**src/rtl/nds_frame_writer_if.sv**
```systemverilog
// AXI4-Lite write-channel bundle (AW, W, B) between nds_frame_writer and the interconnect.
interface nds_frame_writer_if;
  logic [31:0] S_AXI_AWADDR;
  logic        S_AXI_AWVALID;
  logic        S_AXI_AWREADY;
  logic [31:0] S_AXI_WDATA;
  logic [3:0]  S_AXI_WSTRB;
  logic        S_AXI_WVALID;
  logic        S_AXI_WREADY;
  logic [1:0]  S_AXI_BRESP;
  logic        S_AXI_BVALID;
  logic        S_AXI_BREADY;

  modport master (
    output S_AXI_AWADDR, S_AXI_AWVALID, S_AXI_WDATA, S_AXI_WSTRB, S_AXI_WVALID, S_AXI_BREADY,
    input  S_AXI_AWREADY, S_AXI_WREADY, S_AXI_BRESP, S_AXI_BVALID
  );

  modport slave (
    input  S_AXI_AWADDR, S_AXI_AWVALID, S_AXI_WDATA, S_AXI_WSTRB, S_AXI_WVALID, S_AXI_BREADY,
    output S_AXI_AWREADY, S_AXI_WREADY, S_AXI_BRESP, S_AXI_BVALID
  );
endinterface

```
**src/rtl/nds_frame_writer.sv**
```systemverilog
// NDS LCD capture: synchronise the pixel bus, queue formatted pixels, write them out over AXI4-Lite.
// Optional ping-pong frame buffers via the NDS_DOUBLE_BUFFER_EN macro.
module nds_frame_writer #(
  parameter int          COLOR_W    = 6,
  parameter int          H_PIXELS   = 256,
  parameter int          V_LINES    = 192,
  parameter int          FIFO_DEPTH = 16,
  parameter logic [31:0] BASE_ADDR0 = 32'h0000_0000,
  parameter logic [31:0] BASE_ADDR1 = 32'h0003_0000
) (
  input  logic               clk,
  input  logic               reset_n,
  input  logic               enable,
  input  logic [COLOR_W-1:0] red,
  input  logic [COLOR_W-1:0] green,
  input  logic [COLOR_W-1:0] blue,
  input  logic               dclk,
  input  logic               ls,
  input  logic               gsp,
  nds_frame_writer_if.master axi,
  output logic               frame_done,
  output logic               active_buf,
  output logic               overflow,
  output logic               resp_err
);
  localparam int X_W   = $clog2(H_PIXELS + 1);
  localparam int Y_W   = $clog2(V_LINES + 1);
  localparam int PTR_W = $clog2(FIFO_DEPTH);
  localparam logic [X_W-1:0] X_END  = X_W'(H_PIXELS);
  localparam logic [X_W-1:0] X_LAST = X_W'(H_PIXELS - 1);
  localparam logic [Y_W-1:0] Y_END  = Y_W'(V_LINES);
  localparam logic [Y_W-1:0] Y_LAST = Y_W'(V_LINES - 1);

  typedef enum logic [1:0] {C_IDLE, C_CAPTURE, C_DRAIN} cap_state_t;
  typedef enum logic [1:0] {M_IDLE, M_WRITE, M_RESP}    mst_state_t;

  cap_state_t cap_state;
  mst_state_t m_state;

  // MSB replication up to 8 bits; the top 8 bits of {c, c} are exactly that.
  function automatic logic [7:0] expand(input logic [COLOR_W-1:0] c);
    return 8'({c, c} >> (2 * COLOR_W - 8));
  endfunction

  // ---------------- input synchronisers ----------------
  logic [2:0]           dclk_sync, ls_sync, gsp_sync;
  logic [3*COLOR_W-1:0] rgb_s1, rgb_s2;

  always_ff @(posedge clk) begin
    // NOTE: sequential state uses non-blocking assignments so every flop samples pre-edge values.
    if (!reset_n) begin
      dclk_sync <= '0;
      ls_sync   <= '0;
      gsp_sync  <= '1;
      rgb_s1    <= '0;
      rgb_s2    <= '0;
    end else begin
      dclk_sync <= {dclk_sync[1:0], dclk};
      ls_sync   <= {ls_sync[1:0], ls};
      gsp_sync  <= {gsp_sync[1:0], gsp};
      rgb_s1    <= {red, green, blue};
      rgb_s2    <= rgb_s1;
    end
  end

  logic dclk_rise, ls_rise, gsp_fall;
  assign dclk_rise = dclk_sync[1] & ~dclk_sync[2];
  assign ls_rise   = ls_sync[1] & ~ls_sync[2];
  assign gsp_fall  = ~gsp_sync[1] & gsp_sync[2];

  // ---------------- pixel formatting ----------------
  logic [X_W-1:0] x_cnt;
  logic [Y_W-1:0] y_cnt;
  logic [31:0]    base_addr, pix_addr, pix_data;

  // active_buf is held at 0 unless double buffering is built in, so BASE_ADDR1 is then never selected.
  assign base_addr = active_buf ? BASE_ADDR1 : BASE_ADDR0;
  assign pix_addr  = base_addr + ((32'(y_cnt) * 32'(H_PIXELS) + 32'(x_cnt)) << 2);
  assign pix_data  = {8'h00,
                      expand(rgb_s2[3*COLOR_W-1 -: COLOR_W]),
                      expand(rgb_s2[2*COLOR_W-1 -: COLOR_W]),
                      expand(rgb_s2[COLOR_W-1:0])};

  // ---------------- pixel FIFO ----------------
  logic [63:0]    fifo_mem [FIFO_DEPTH];
  logic [PTR_W:0] wr_ptr, rd_ptr;
  logic           fifo_empty, fifo_full, push_req, push, pop;
  logic [63:0]    fifo_head;

  assign fifo_empty = (wr_ptr == rd_ptr);
  assign fifo_full  = (wr_ptr[PTR_W] != rd_ptr[PTR_W]) &&
                      (wr_ptr[PTR_W-1:0] == rd_ptr[PTR_W-1:0]);
  assign fifo_head  = fifo_mem[rd_ptr[PTR_W-1:0]];
  assign pop        = (m_state == M_IDLE) && !fifo_empty;
  // A pop in the same cycle frees the slot, so a full FIFO can still accept.
  assign push       = push_req && (!fifo_full || pop);

  always_comb begin
    // NOTE: default first so no path leaves push_req unassigned (no latch).
    push_req = 1'b0;
    if (cap_state == C_CAPTURE && dclk_rise && !ls_rise && !gsp_fall &&
        x_cnt != X_END && y_cnt != Y_END)
      push_req = 1'b1;
  end

  always_ff @(posedge clk) begin
    // NOTE: storage array is deliberately not reset; pointers alone define validity.
    if (push) fifo_mem[wr_ptr[PTR_W-1:0]] <= {pix_addr, pix_data};
  end

  always_ff @(posedge clk) begin
    if (!reset_n) begin
      wr_ptr <= '0;
      rd_ptr <= '0;
    end else begin
      if (push) wr_ptr <= wr_ptr + 1'b1;
      if (pop)  rd_ptr <= rd_ptr + 1'b1;
    end
  end

  // ---------------- capture FSM ----------------
  always_ff @(posedge clk) begin
    if (!reset_n) begin
      cap_state  <= C_IDLE;
      x_cnt      <= '0;
      y_cnt      <= '0;
      frame_done <= 1'b0;
      active_buf <= 1'b0;
      overflow   <= 1'b0;
    end else begin
      frame_done <= 1'b0;
      if (gsp_fall) begin
        // Frame start, or abandonment of the frame in progress; queued entries keep their addresses.
        x_cnt <= '0;
        y_cnt <= '0;
        if (enable) begin
          cap_state <= C_CAPTURE;
          overflow  <= 1'b0;
        end else begin
          cap_state <= C_IDLE;
        end
      end else begin
        case (cap_state)
          C_CAPTURE: begin
            if (ls_rise) begin
              if (x_cnt != '0) begin
                x_cnt <= '0;
                if (y_cnt != Y_END) y_cnt <= y_cnt + 1'b1;
              end
            end else if (push_req) begin
              x_cnt <= x_cnt + 1'b1;
              if (!push) overflow <= 1'b1;
              if (x_cnt == X_LAST && y_cnt == Y_LAST) cap_state <= C_DRAIN;
            end
          end
          C_DRAIN: begin
            if (fifo_empty && m_state == M_IDLE) begin
              cap_state  <= C_IDLE;
              frame_done <= 1'b1;
`ifdef NDS_DOUBLE_BUFFER_EN
              active_buf <= ~active_buf;
`endif
            end
          end
          default: ;
        endcase
      end
    end
  end

  // ---------------- AXI4-Lite write master ----------------
  logic aw_left, w_left;
  assign aw_left = axi.S_AXI_AWVALID & ~axi.S_AXI_AWREADY;
  assign w_left  = axi.S_AXI_WVALID  & ~axi.S_AXI_WREADY;
  assign axi.S_AXI_WSTRB = 4'b1111;

  always_ff @(posedge clk) begin
    if (!reset_n) begin
      m_state           <= M_IDLE;
      axi.S_AXI_AWADDR  <= '0;
      axi.S_AXI_AWVALID <= 1'b0;
      axi.S_AXI_WDATA   <= '0;
      axi.S_AXI_WVALID  <= 1'b0;
      axi.S_AXI_BREADY  <= 1'b0;
      resp_err          <= 1'b0;
    end else begin
      case (m_state)
        M_IDLE: begin
          if (pop) begin
            axi.S_AXI_AWADDR  <= fifo_head[63:32];
            axi.S_AXI_WDATA   <= fifo_head[31:0];
            axi.S_AXI_AWVALID <= 1'b1;
            axi.S_AXI_WVALID  <= 1'b1;
            m_state           <= M_WRITE;
          end
        end
        M_WRITE: begin
          if (axi.S_AXI_AWVALID && axi.S_AXI_AWREADY) axi.S_AXI_AWVALID <= 1'b0;
          if (axi.S_AXI_WVALID && axi.S_AXI_WREADY)   axi.S_AXI_WVALID  <= 1'b0;
          if (!aw_left && !w_left) begin
            axi.S_AXI_BREADY <= 1'b1;
            m_state          <= M_RESP;
          end
        end
        M_RESP: begin
          if (axi.S_AXI_BVALID) begin
            axi.S_AXI_BREADY <= 1'b0;
            m_state          <= M_IDLE;
            if (axi.S_AXI_BRESP != 2'b00) resp_err <= 1'b1;
          end
        end
        default: m_state <= M_IDLE;
      endcase
    end
  end
endmodule

```
**src/flat_wrapper.sv**
```systemverilog
// flat-port wrapper written by rule: the top's interface ports become plain ports
module nds_frame_writer_flat 
#(
  parameter int          COLOR_W    = 6,
  parameter int          H_PIXELS   = 256,
  parameter int          V_LINES    = 192,
  parameter int          FIFO_DEPTH = 16,
  parameter logic [31:0] BASE_ADDR0 = 32'h0000_0000,
  parameter logic [31:0] BASE_ADDR1 = 32'h0003_0000
)
  (clk, reset_n, enable, red, green, blue, dclk, ls, gsp, frame_done, active_buf, overflow, resp_err, axi_S_AXI_AWADDR, axi_S_AXI_AWVALID, axi_S_AXI_WDATA, axi_S_AXI_WSTRB, axi_S_AXI_WVALID, axi_S_AXI_BREADY, axi_S_AXI_AWREADY, axi_S_AXI_WREADY, axi_S_AXI_BRESP, axi_S_AXI_BVALID);
  nds_frame_writer_if axi_i ();
  input  logic clk;
  input  logic reset_n;
  input  logic enable;
  input  logic [COLOR_W-1:0] red;
  input  logic [COLOR_W-1:0] green;
  input  logic [COLOR_W-1:0] blue;
  input  logic dclk;
  input  logic ls;
  input  logic gsp;
  output logic frame_done;
  output logic active_buf;
  output logic overflow;
  output logic resp_err;
  output wire logic [$bits(axi_i.S_AXI_AWADDR)-1:0] axi_S_AXI_AWADDR;
  output wire logic [$bits(axi_i.S_AXI_AWVALID)-1:0] axi_S_AXI_AWVALID;
  output wire logic [$bits(axi_i.S_AXI_WDATA)-1:0] axi_S_AXI_WDATA;
  output wire logic [$bits(axi_i.S_AXI_WSTRB)-1:0] axi_S_AXI_WSTRB;
  output wire logic [$bits(axi_i.S_AXI_WVALID)-1:0] axi_S_AXI_WVALID;
  output wire logic [$bits(axi_i.S_AXI_BREADY)-1:0] axi_S_AXI_BREADY;
  input wire logic [$bits(axi_i.S_AXI_AWREADY)-1:0] axi_S_AXI_AWREADY;
  input wire logic [$bits(axi_i.S_AXI_WREADY)-1:0] axi_S_AXI_WREADY;
  input wire logic [$bits(axi_i.S_AXI_BRESP)-1:0] axi_S_AXI_BRESP;
  input wire logic [$bits(axi_i.S_AXI_BVALID)-1:0] axi_S_AXI_BVALID;
  assign axi_S_AXI_AWADDR = axi_i.S_AXI_AWADDR;
  assign axi_S_AXI_AWVALID = axi_i.S_AXI_AWVALID;
  assign axi_S_AXI_WDATA = axi_i.S_AXI_WDATA;
  assign axi_S_AXI_WSTRB = axi_i.S_AXI_WSTRB;
  assign axi_S_AXI_WVALID = axi_i.S_AXI_WVALID;
  assign axi_S_AXI_BREADY = axi_i.S_AXI_BREADY;
  assign axi_i.S_AXI_AWREADY = axi_S_AXI_AWREADY;
  assign axi_i.S_AXI_WREADY = axi_S_AXI_WREADY;
  assign axi_i.S_AXI_BRESP = axi_S_AXI_BRESP;
  assign axi_i.S_AXI_BVALID = axi_S_AXI_BVALID;
  nds_frame_writer #(.COLOR_W(COLOR_W), .H_PIXELS(H_PIXELS), .V_LINES(V_LINES), .FIFO_DEPTH(FIFO_DEPTH), .BASE_ADDR0(BASE_ADDR0), .BASE_ADDR1(BASE_ADDR1)) u_core (.clk(clk), .reset_n(reset_n), .enable(enable), .red(red), .green(green), .blue(blue), .dclk(dclk), .ls(ls), .gsp(gsp), .axi(axi_i), .frame_done(frame_done), .active_buf(active_buf), .overflow(overflow), .resp_err(resp_err));
endmodule
```
**config.mk**
```make
export PLATFORM = sky130hd
export DESIGN_NAME = nds_frame_writer_flat
export DESIGN_NICKNAME = d
export VERILOG_FILES = /design/src/rtl/nds_frame_writer_if.sv /design/src/rtl/nds_frame_writer.sv /design/src/flat_wrapper.sv
export SDC_FILE = /design/constraint.sdc
export NUM_CORES = 1
export LEC_CHECK = 0
export CELL_PAD_IN_SITES_DETAIL_PLACEMENT = 1
export CELL_PAD_IN_SITES_GLOBAL_PLACEMENT = 2
export CORE_MARGIN = 3
export CORE_UTILIZATION = 40
export CTS_BUF_LIST = sky130_fd_sc_hd__clkbuf_8
export DETAILED_ROUTE_END_ITERATION = 16
export PLACE_DENSITY = 0.7
export SYNTH_ARGS = -nofsm -noshare
export SYNTH_HDL_FRONTEND = slang
export SYNTH_SLANG_ARGS = --single-unit
```
**constraint.sdc**
```tcl
create_clock -name clk -period 6.2 [get_ports clk]
set_input_delay 1.24 -clock clk [delete_from_list [all_inputs] [get_ports clk]]
set_output_delay 1.24 -clock clk [all_outputs]
set_load 0.005 [all_outputs]
```
Yosys cells after proc, flatten, opt, wreduce, memory -nomap -nowiden
Memory sizes are Yosys's and may differ from the RTL's. A register that Yosys moved wholly into a read port is not among the register bits.
Cells that the tools add are included.
- bits in registers: 146
- RAM bits: 656
- bits of input ports: 29
- logic and storage cells: 135
- memories: 1
- add/subtract/negate cells: 5
- equality and inequality tests: 24
- mux-type cells: 32
- bitwise logic cells: 12
- reduce and logical (&&, ||, !) cells: 42
- memories (memory ; words ; bits a word ; rd ports ; clocked after Yosys merged registers in ; write ports ; line ; text):
    u_core.fifo_mem ; 16 ; 41 ; 1 ; 1 ; 1 ; nds_frame_writer.sv:85 ; logic [63:0] fifo_mem [FIFO_DEPTH];
- operators with widths (operator ; count):
    two-way mux 9 bit ; 3
    AND reduction 3 bit ; 6
    adder 16 x 9 -> 17 bit ; 1
    two-way mux 1 bit ; 16
    two-way mux 2 bit ; 8
    logical AND 1 bit ; 13
    nonzero test 2 bit ; 6
    adder 5 x 1 -> 5 bit (second input constant) ; 2
    inequality test 2 x 1 -> 1 bit (second input constant) ; 5
    AND reduction 5 bit ; 2
    adder 9 x 1 -> 9 bit (second input constant) ; 1
    equality test 9 x 8 -> 1 bit (second input constant) ; 1
    inequality test 9 bit (second input constant) ; 1
    nonzero test 9 bit ; 1
    adder 8 x 1 -> 8 bit (second input constant) ; 1
    equality test 8 bit (second input constant) ; 1
    inequality test 2 bit (second input constant) ; 4
    inequality test 8 bit (second input constant) ; 1
    zero test 1 bit ; 7
    NOT 1 bit ; 7
    inequality test 3 x 1 -> 1 bit (second input constant) ; 2
    case mux 1 bit (2 select lines) ; 3
    case mux 2 bit (3 select lines) ; 1
    AND 1 bit ; 5
    other kinds (15) ; 17

Longest topological paths before layout
- depth after elaboration: 14
- mapped depth: 9
- mapped depth without buffers: 8

Least setup slack after synthesis
Ideal clock, no wire load.
- kind: register -> register
- from: reg u_core.y_cnt[1]
- to: mem u_core.fifo_mem[3][10] (netlist name), enable pin
- setup time: 528 ps
- arrival: 5330 ps
- slack: 342 ps
- cell stages (with the launch flop): 9
- buffers on the path: 1
- clock period less this slack: 5858 ps
- path through: dfxtp_1 -> clkbuf_1 -> inv_1 -> ha_1 -> nor4b_1 -> nand4b_1 -> nand3_1 -> nor2_1 -> nor4b_1
- word-level cells in the longest chain between the ends: 6
- ends and longest elaborated chain (what ; line ; text):
    from (decl) ; nds_frame_writer.sv:73 ; logic [Y_W-1:0] y_cnt;
    from (signal assigned) ; nds_frame_writer.sv:148 ; if (y_cnt != Y_END) y_cnt <= y_cnt + 1'b1;
    inequality test 8 bit ; nds_frame_writer.sv:102 ; x_cnt != X_END && y_cnt != Y_END)
    logical AND 1 bit ; nds_frame_writer.sv:102 ;
    two-way mux 1 bit ; nds_frame_writer.sv:101 ; if (cap_state == C_CAPTURE && dclk_rise && !ls_rise && !gsp_fall &&
    logical AND 1 bit ; nds_frame_writer.sv:96 ; assign push = push_req && (!fifo_full || pop);
    two-way mux 1 bit ; nds_frame_writer.sv:108 ; if (push) fifo_mem[wr_ptr[PTR_W-1:0]] <= {pix_addr, pix_data};
    two-way mux 1 bit (not written as such) ; nds_frame_writer.sv:108 ;
    to (decl) ; nds_frame_writer.sv:85 ;
No other way between the ends.

Worst setup path after layout
- from: reg u_core.x_cnt[0]
- to: mem u_core.fifo_mem[5][3] (netlist name), enable pin
- word-level cells in the longest chain between the ends: 7
- ends and longest elaborated chain (what ; line ; text):
    from (decl) ; nds_frame_writer.sv:72 ; logic [X_W-1:0] x_cnt;
    from (signal assigned) ; nds_frame_writer.sv:151 ; x_cnt <= x_cnt + 1'b1;
    inequality test 9 bit ; nds_frame_writer.sv:102 ;
    logical AND 1 bit ; nds_frame_writer.sv:101 ;
    logical AND 1 bit ; nds_frame_writer.sv:102 ;
    two-way mux 1 bit ; nds_frame_writer.sv:101 ;
    logical AND 1 bit ; nds_frame_writer.sv:96 ;
    two-way mux 1 bit ; nds_frame_writer.sv:108 ;
    two-way mux 1 bit (not written as such) ; nds_frame_writer.sv:108 ;
No other way between the ends.

==> flow_summary.yaml <==
status:
  status: "completed"
global_routing:
  grt_max_degree: 118
  antenna_found_initial: 2
  grt_pass1_vias: 14623
  grt.overflow.total: 0
  grt_pass1_wl_um: 93100
  grtUsageTotal_pct: 18.6
sta:
  fin_crit_sh_pct: 62.3
  skew_ns: 0.0436
  setup_violations: 0
  fin_ws_ns: 2.34
  min_period_ns: 3.86
  relSlewSlack_pct: 13.9
  worst_pin_slew_ns: 1.29
  fmax_mhz: 259
  final-hold-violation-count: 0
  rsz0062_at_grt: "false"
  maxSlewViolCount: 0
  final.setup.tns_ns: 0
  hold_slack_ns: 0.417
clocking:
  cts-buffers-inserted: 109
  clk_latency_ns: 0.70
  cts_tree: "yes"
  cts.clk_slew.worst_paths_ns: 0.06
  cts-resized-gates: 0
  cts_setup_buffers: 0
  hold_buffers: 0
  cts.path.max_buffers: 3
  clock_sinks: 677
  htreeDepth: 3
  clock-root-buffer: "clkbuf_8"
layout:
  syn2layout_area_growth_pct: 14.7
  final_cell_mix: "edfxtp_1, clkbuf_8, dfxtp_1, mux2i_1, clkdlybuf4s50_1"
  drive_gt1_share_pct: 21.4
  nets: 1622
  mostFrequentLayoutCell: "edfxtp_1"
flow_run:
  drv_cap: 0
yosys:
  synth_edf_count: 560
  yosys_warnings: 0
  yosysUniqueCellTypes: 50
  syn_avg_cell_area_um2: 17.9
  yosysSeqAreaShare_pct: 73.7
  syn-cell-area_mm2: 0.0260
  synthesis.instances: 1448
  synth_ff_type: "edfxtp_1"
  async_flop_share_pct: 0
  ys_seq_elements: 677
setup_path:
  max_stage_delay_ns: 0.92
  path_max_fanout: 25
  required_ns: 6.58
  crit_top_cell: "nand3_1"
  critPathKind: "reg2reg"
  crit_start: "u_core.x_cnt[0]$_SDFFE_PP0P_"
  path_cells: "inv_1 > ha_1 > nor4b_1 > nand3_1 > nand3_1 > nor2_1 > and3_2 > buf_4"
  start_kind: "register"
  worst-r2r-setup-slack_ns: 2.34
  critPathCaptureType: "register"
  worstPathArrival_ns: 4.24
  r2r_start: "u_core.x_cnt[0]$_SDFFE_PP0P_"
  slowest_stage: "and3_2"
detailed_routing:
  dr.pass1.iters: 5
  drt_iter0_drc: 1009
  viasPerCell: 5.35
  route.detailed.drc: 0
  antenna_left: 0
  avgRoutedWirePerCell_um: 24.7
  wirelength_um: 62400
  vias: 13481
floorplan:
  ios: 104
  start_util_pct: 40.8
  chipHeight_um: 261
  die_area_mm2: 0.0681
  die_w_um: 261
  core_mm2: 0.0637
  std_cell_rows: 92
placement:
  io_buffer_count: 75
  place_ws_ns: 2.13
  dp_hpwl_um: 33200
  globalplace.congestion: 0.716
power:
  p_leak_nw: 9.56
  power-per-cell-area_mw_per_mm2: 317
  power_mw: 9.44
  irDropWorstVdd_uv: 157
hold_path:
  hold_start: "u_core.gsp_sync[0]$_SDFF_PN1_"
  hp-class: "reg2reg"
-- Yosys cell counts (2+ instances only) --
library cell / n / area [um2]
clkbuf_1: 33 / 124
ha_1: 14 / 175
conb_1: 2 / 7.51
buf_6: 6 / 67.6
mux2i_1: 108 / 1080
a221oi_1: 35 / 307
buf_1: 10 / 37.5
and3_1: 11 / 68.8
nand4_1: 5 / 31.3
nor2_1: 32 / 120
nand3_1: 23 / 115
o22ai_1: 35 / 219
or4_1: 5 / 37.5
nor4b_1: 3 / 26.3
nand2b_1: 5 / 31.3
edfxtp_1: 560 / 16800
inv_1: 15 / 56.3
dfxtp_1: 117 / 2340
or2_2: 2 / 12.5
nor2b_1: 10 / 62.6
a32o_1: 35 / 350
nand2_1: 48 / 180
and4_1: 2 / 17.5
nand3b_1: 3 / 22.5
a21oi_1: 17 / 85.1
or3_1: 5 / 31.3
a31oi_2: 2 / 25.0
o21ai_0: 6 / 30.0
mux4_2: 70 / 1580
buf_4: 41 / 308
and2_1: 43 / 269
xnor2_1: 12 / 105
nor3_1: 4 / 20.0
buf_2: 22 / 110
nor4_2: 2 / 25.0
a211oi_1: 8 / 60.1
xor2_1: 11 / 96.3
mux2_2: 69 / 777
o31ai_1: 6 / 45.0
-- registers in the layout, indices dropped and copies added, names as in the netlist --
register                  flops
u_core.fifo_mem             560
u_core.axi.S_AXI_WDATA       18
u_core.rgb_s1                18
u_core.rgb_s2                18
u_core.axi.S_AXI_AWADDR      17
u_core.x_cnt                  9
u_core.y_cnt                  8
u_core.rd_ptr                 5
u_core.wr_ptr                 5
u_core.dclk_sync              3
u_core.gsp_sync               3
u_core.ls_sync                3
u_core.cap_state              2
u_core.m_state                2
u_core.axi.S_AXI_AWVALID      1
u_core.axi.S_AXI_BREADY       1
u_core.axi.S_AXI_WVALID       1
u_core.frame_done             1
u_core.overflow               1
u_core.resp_err               1
-- per-layer routing --
| metal | wire [um] | vias up | GRT usage, % |
|---|---|---|---|
| li1 | - | 5968 | - |
| met1 | 26900 | 7101 | 24.2 |
| met2 | 31400 | 308 | 31.7 |
| met3 | 2730 | 104 | 3.43 |
| met4 | 1340 | 0 | 5.45 |
| met5 | 0 | - | 0 |
-- where the power goes --
group	internal [mW]	total (mW)	switching (mW)
Combinational	0.357	0.669	0.311
Clock	2.03	3.77	1.74
Sequential	4.92	5.01	0.0850
Total	7.31	9.44	2.14
-- metrics by stage --
stage | area [um2] | util, % | cells
detailed placement | 27600 | 43.3 | 2314
CTS | 29800 | 46.8 | 2520
global route | 29800 | 46.8 | 2521
floorplan | 26100 | - | 1474
finish | 29800 | 46.8 | 2521
global placement | 27600 | 43.3 | 2314
-- critical path, delay by kind of cell (launching register included) --
| family | cells | cell delay [ns] |
|---|---|---|
| AND/OR/NAND/NOR | 5 | 2.13 |
| adder cells (fa/ha/maj) | 1 | 0.23 |
| flip-flops | 1 | 0.67 |
| buffers and inverters | 2 | 0.52 |
-- cell type report --
type,count,area (um2)
inverters,16,60.1
multi-input cells,669,6300
repair buffers,106,1000
clock inverters,73,372
fillers,5993,33900
well taps,846,1060
clock buffers,133,1830
diodes,1,2.50
flip-flops and latches,677,19200
-- final timing paths --
check / to / depth (start not counted)
max: u_core.fifo_mem[5][3]$_DFFE_PP_ / 8
max reg2reg: u_core.fifo_mem[5][3]$_DFFE_PP_ / 8
min: u_core.gsp_sync[1]$_SDFF_PN1_ / 1
min reg2reg: u_core.gsp_sync[1]$_SDFF_PN1_ / 1
-- logic make-up after synthesis --
family | share of synthesized area (%)
and+or+nand+nor | 4.37
other | 0.0289
buffers and inverters | 2.72
xor gates and xnor gates | 0.838
adders and majority gates | 0.674
muxes | 13.2
DFF | 73.7
AOI/OAI and AO/OA | 4.41
(Power assumes the default switching activity.)
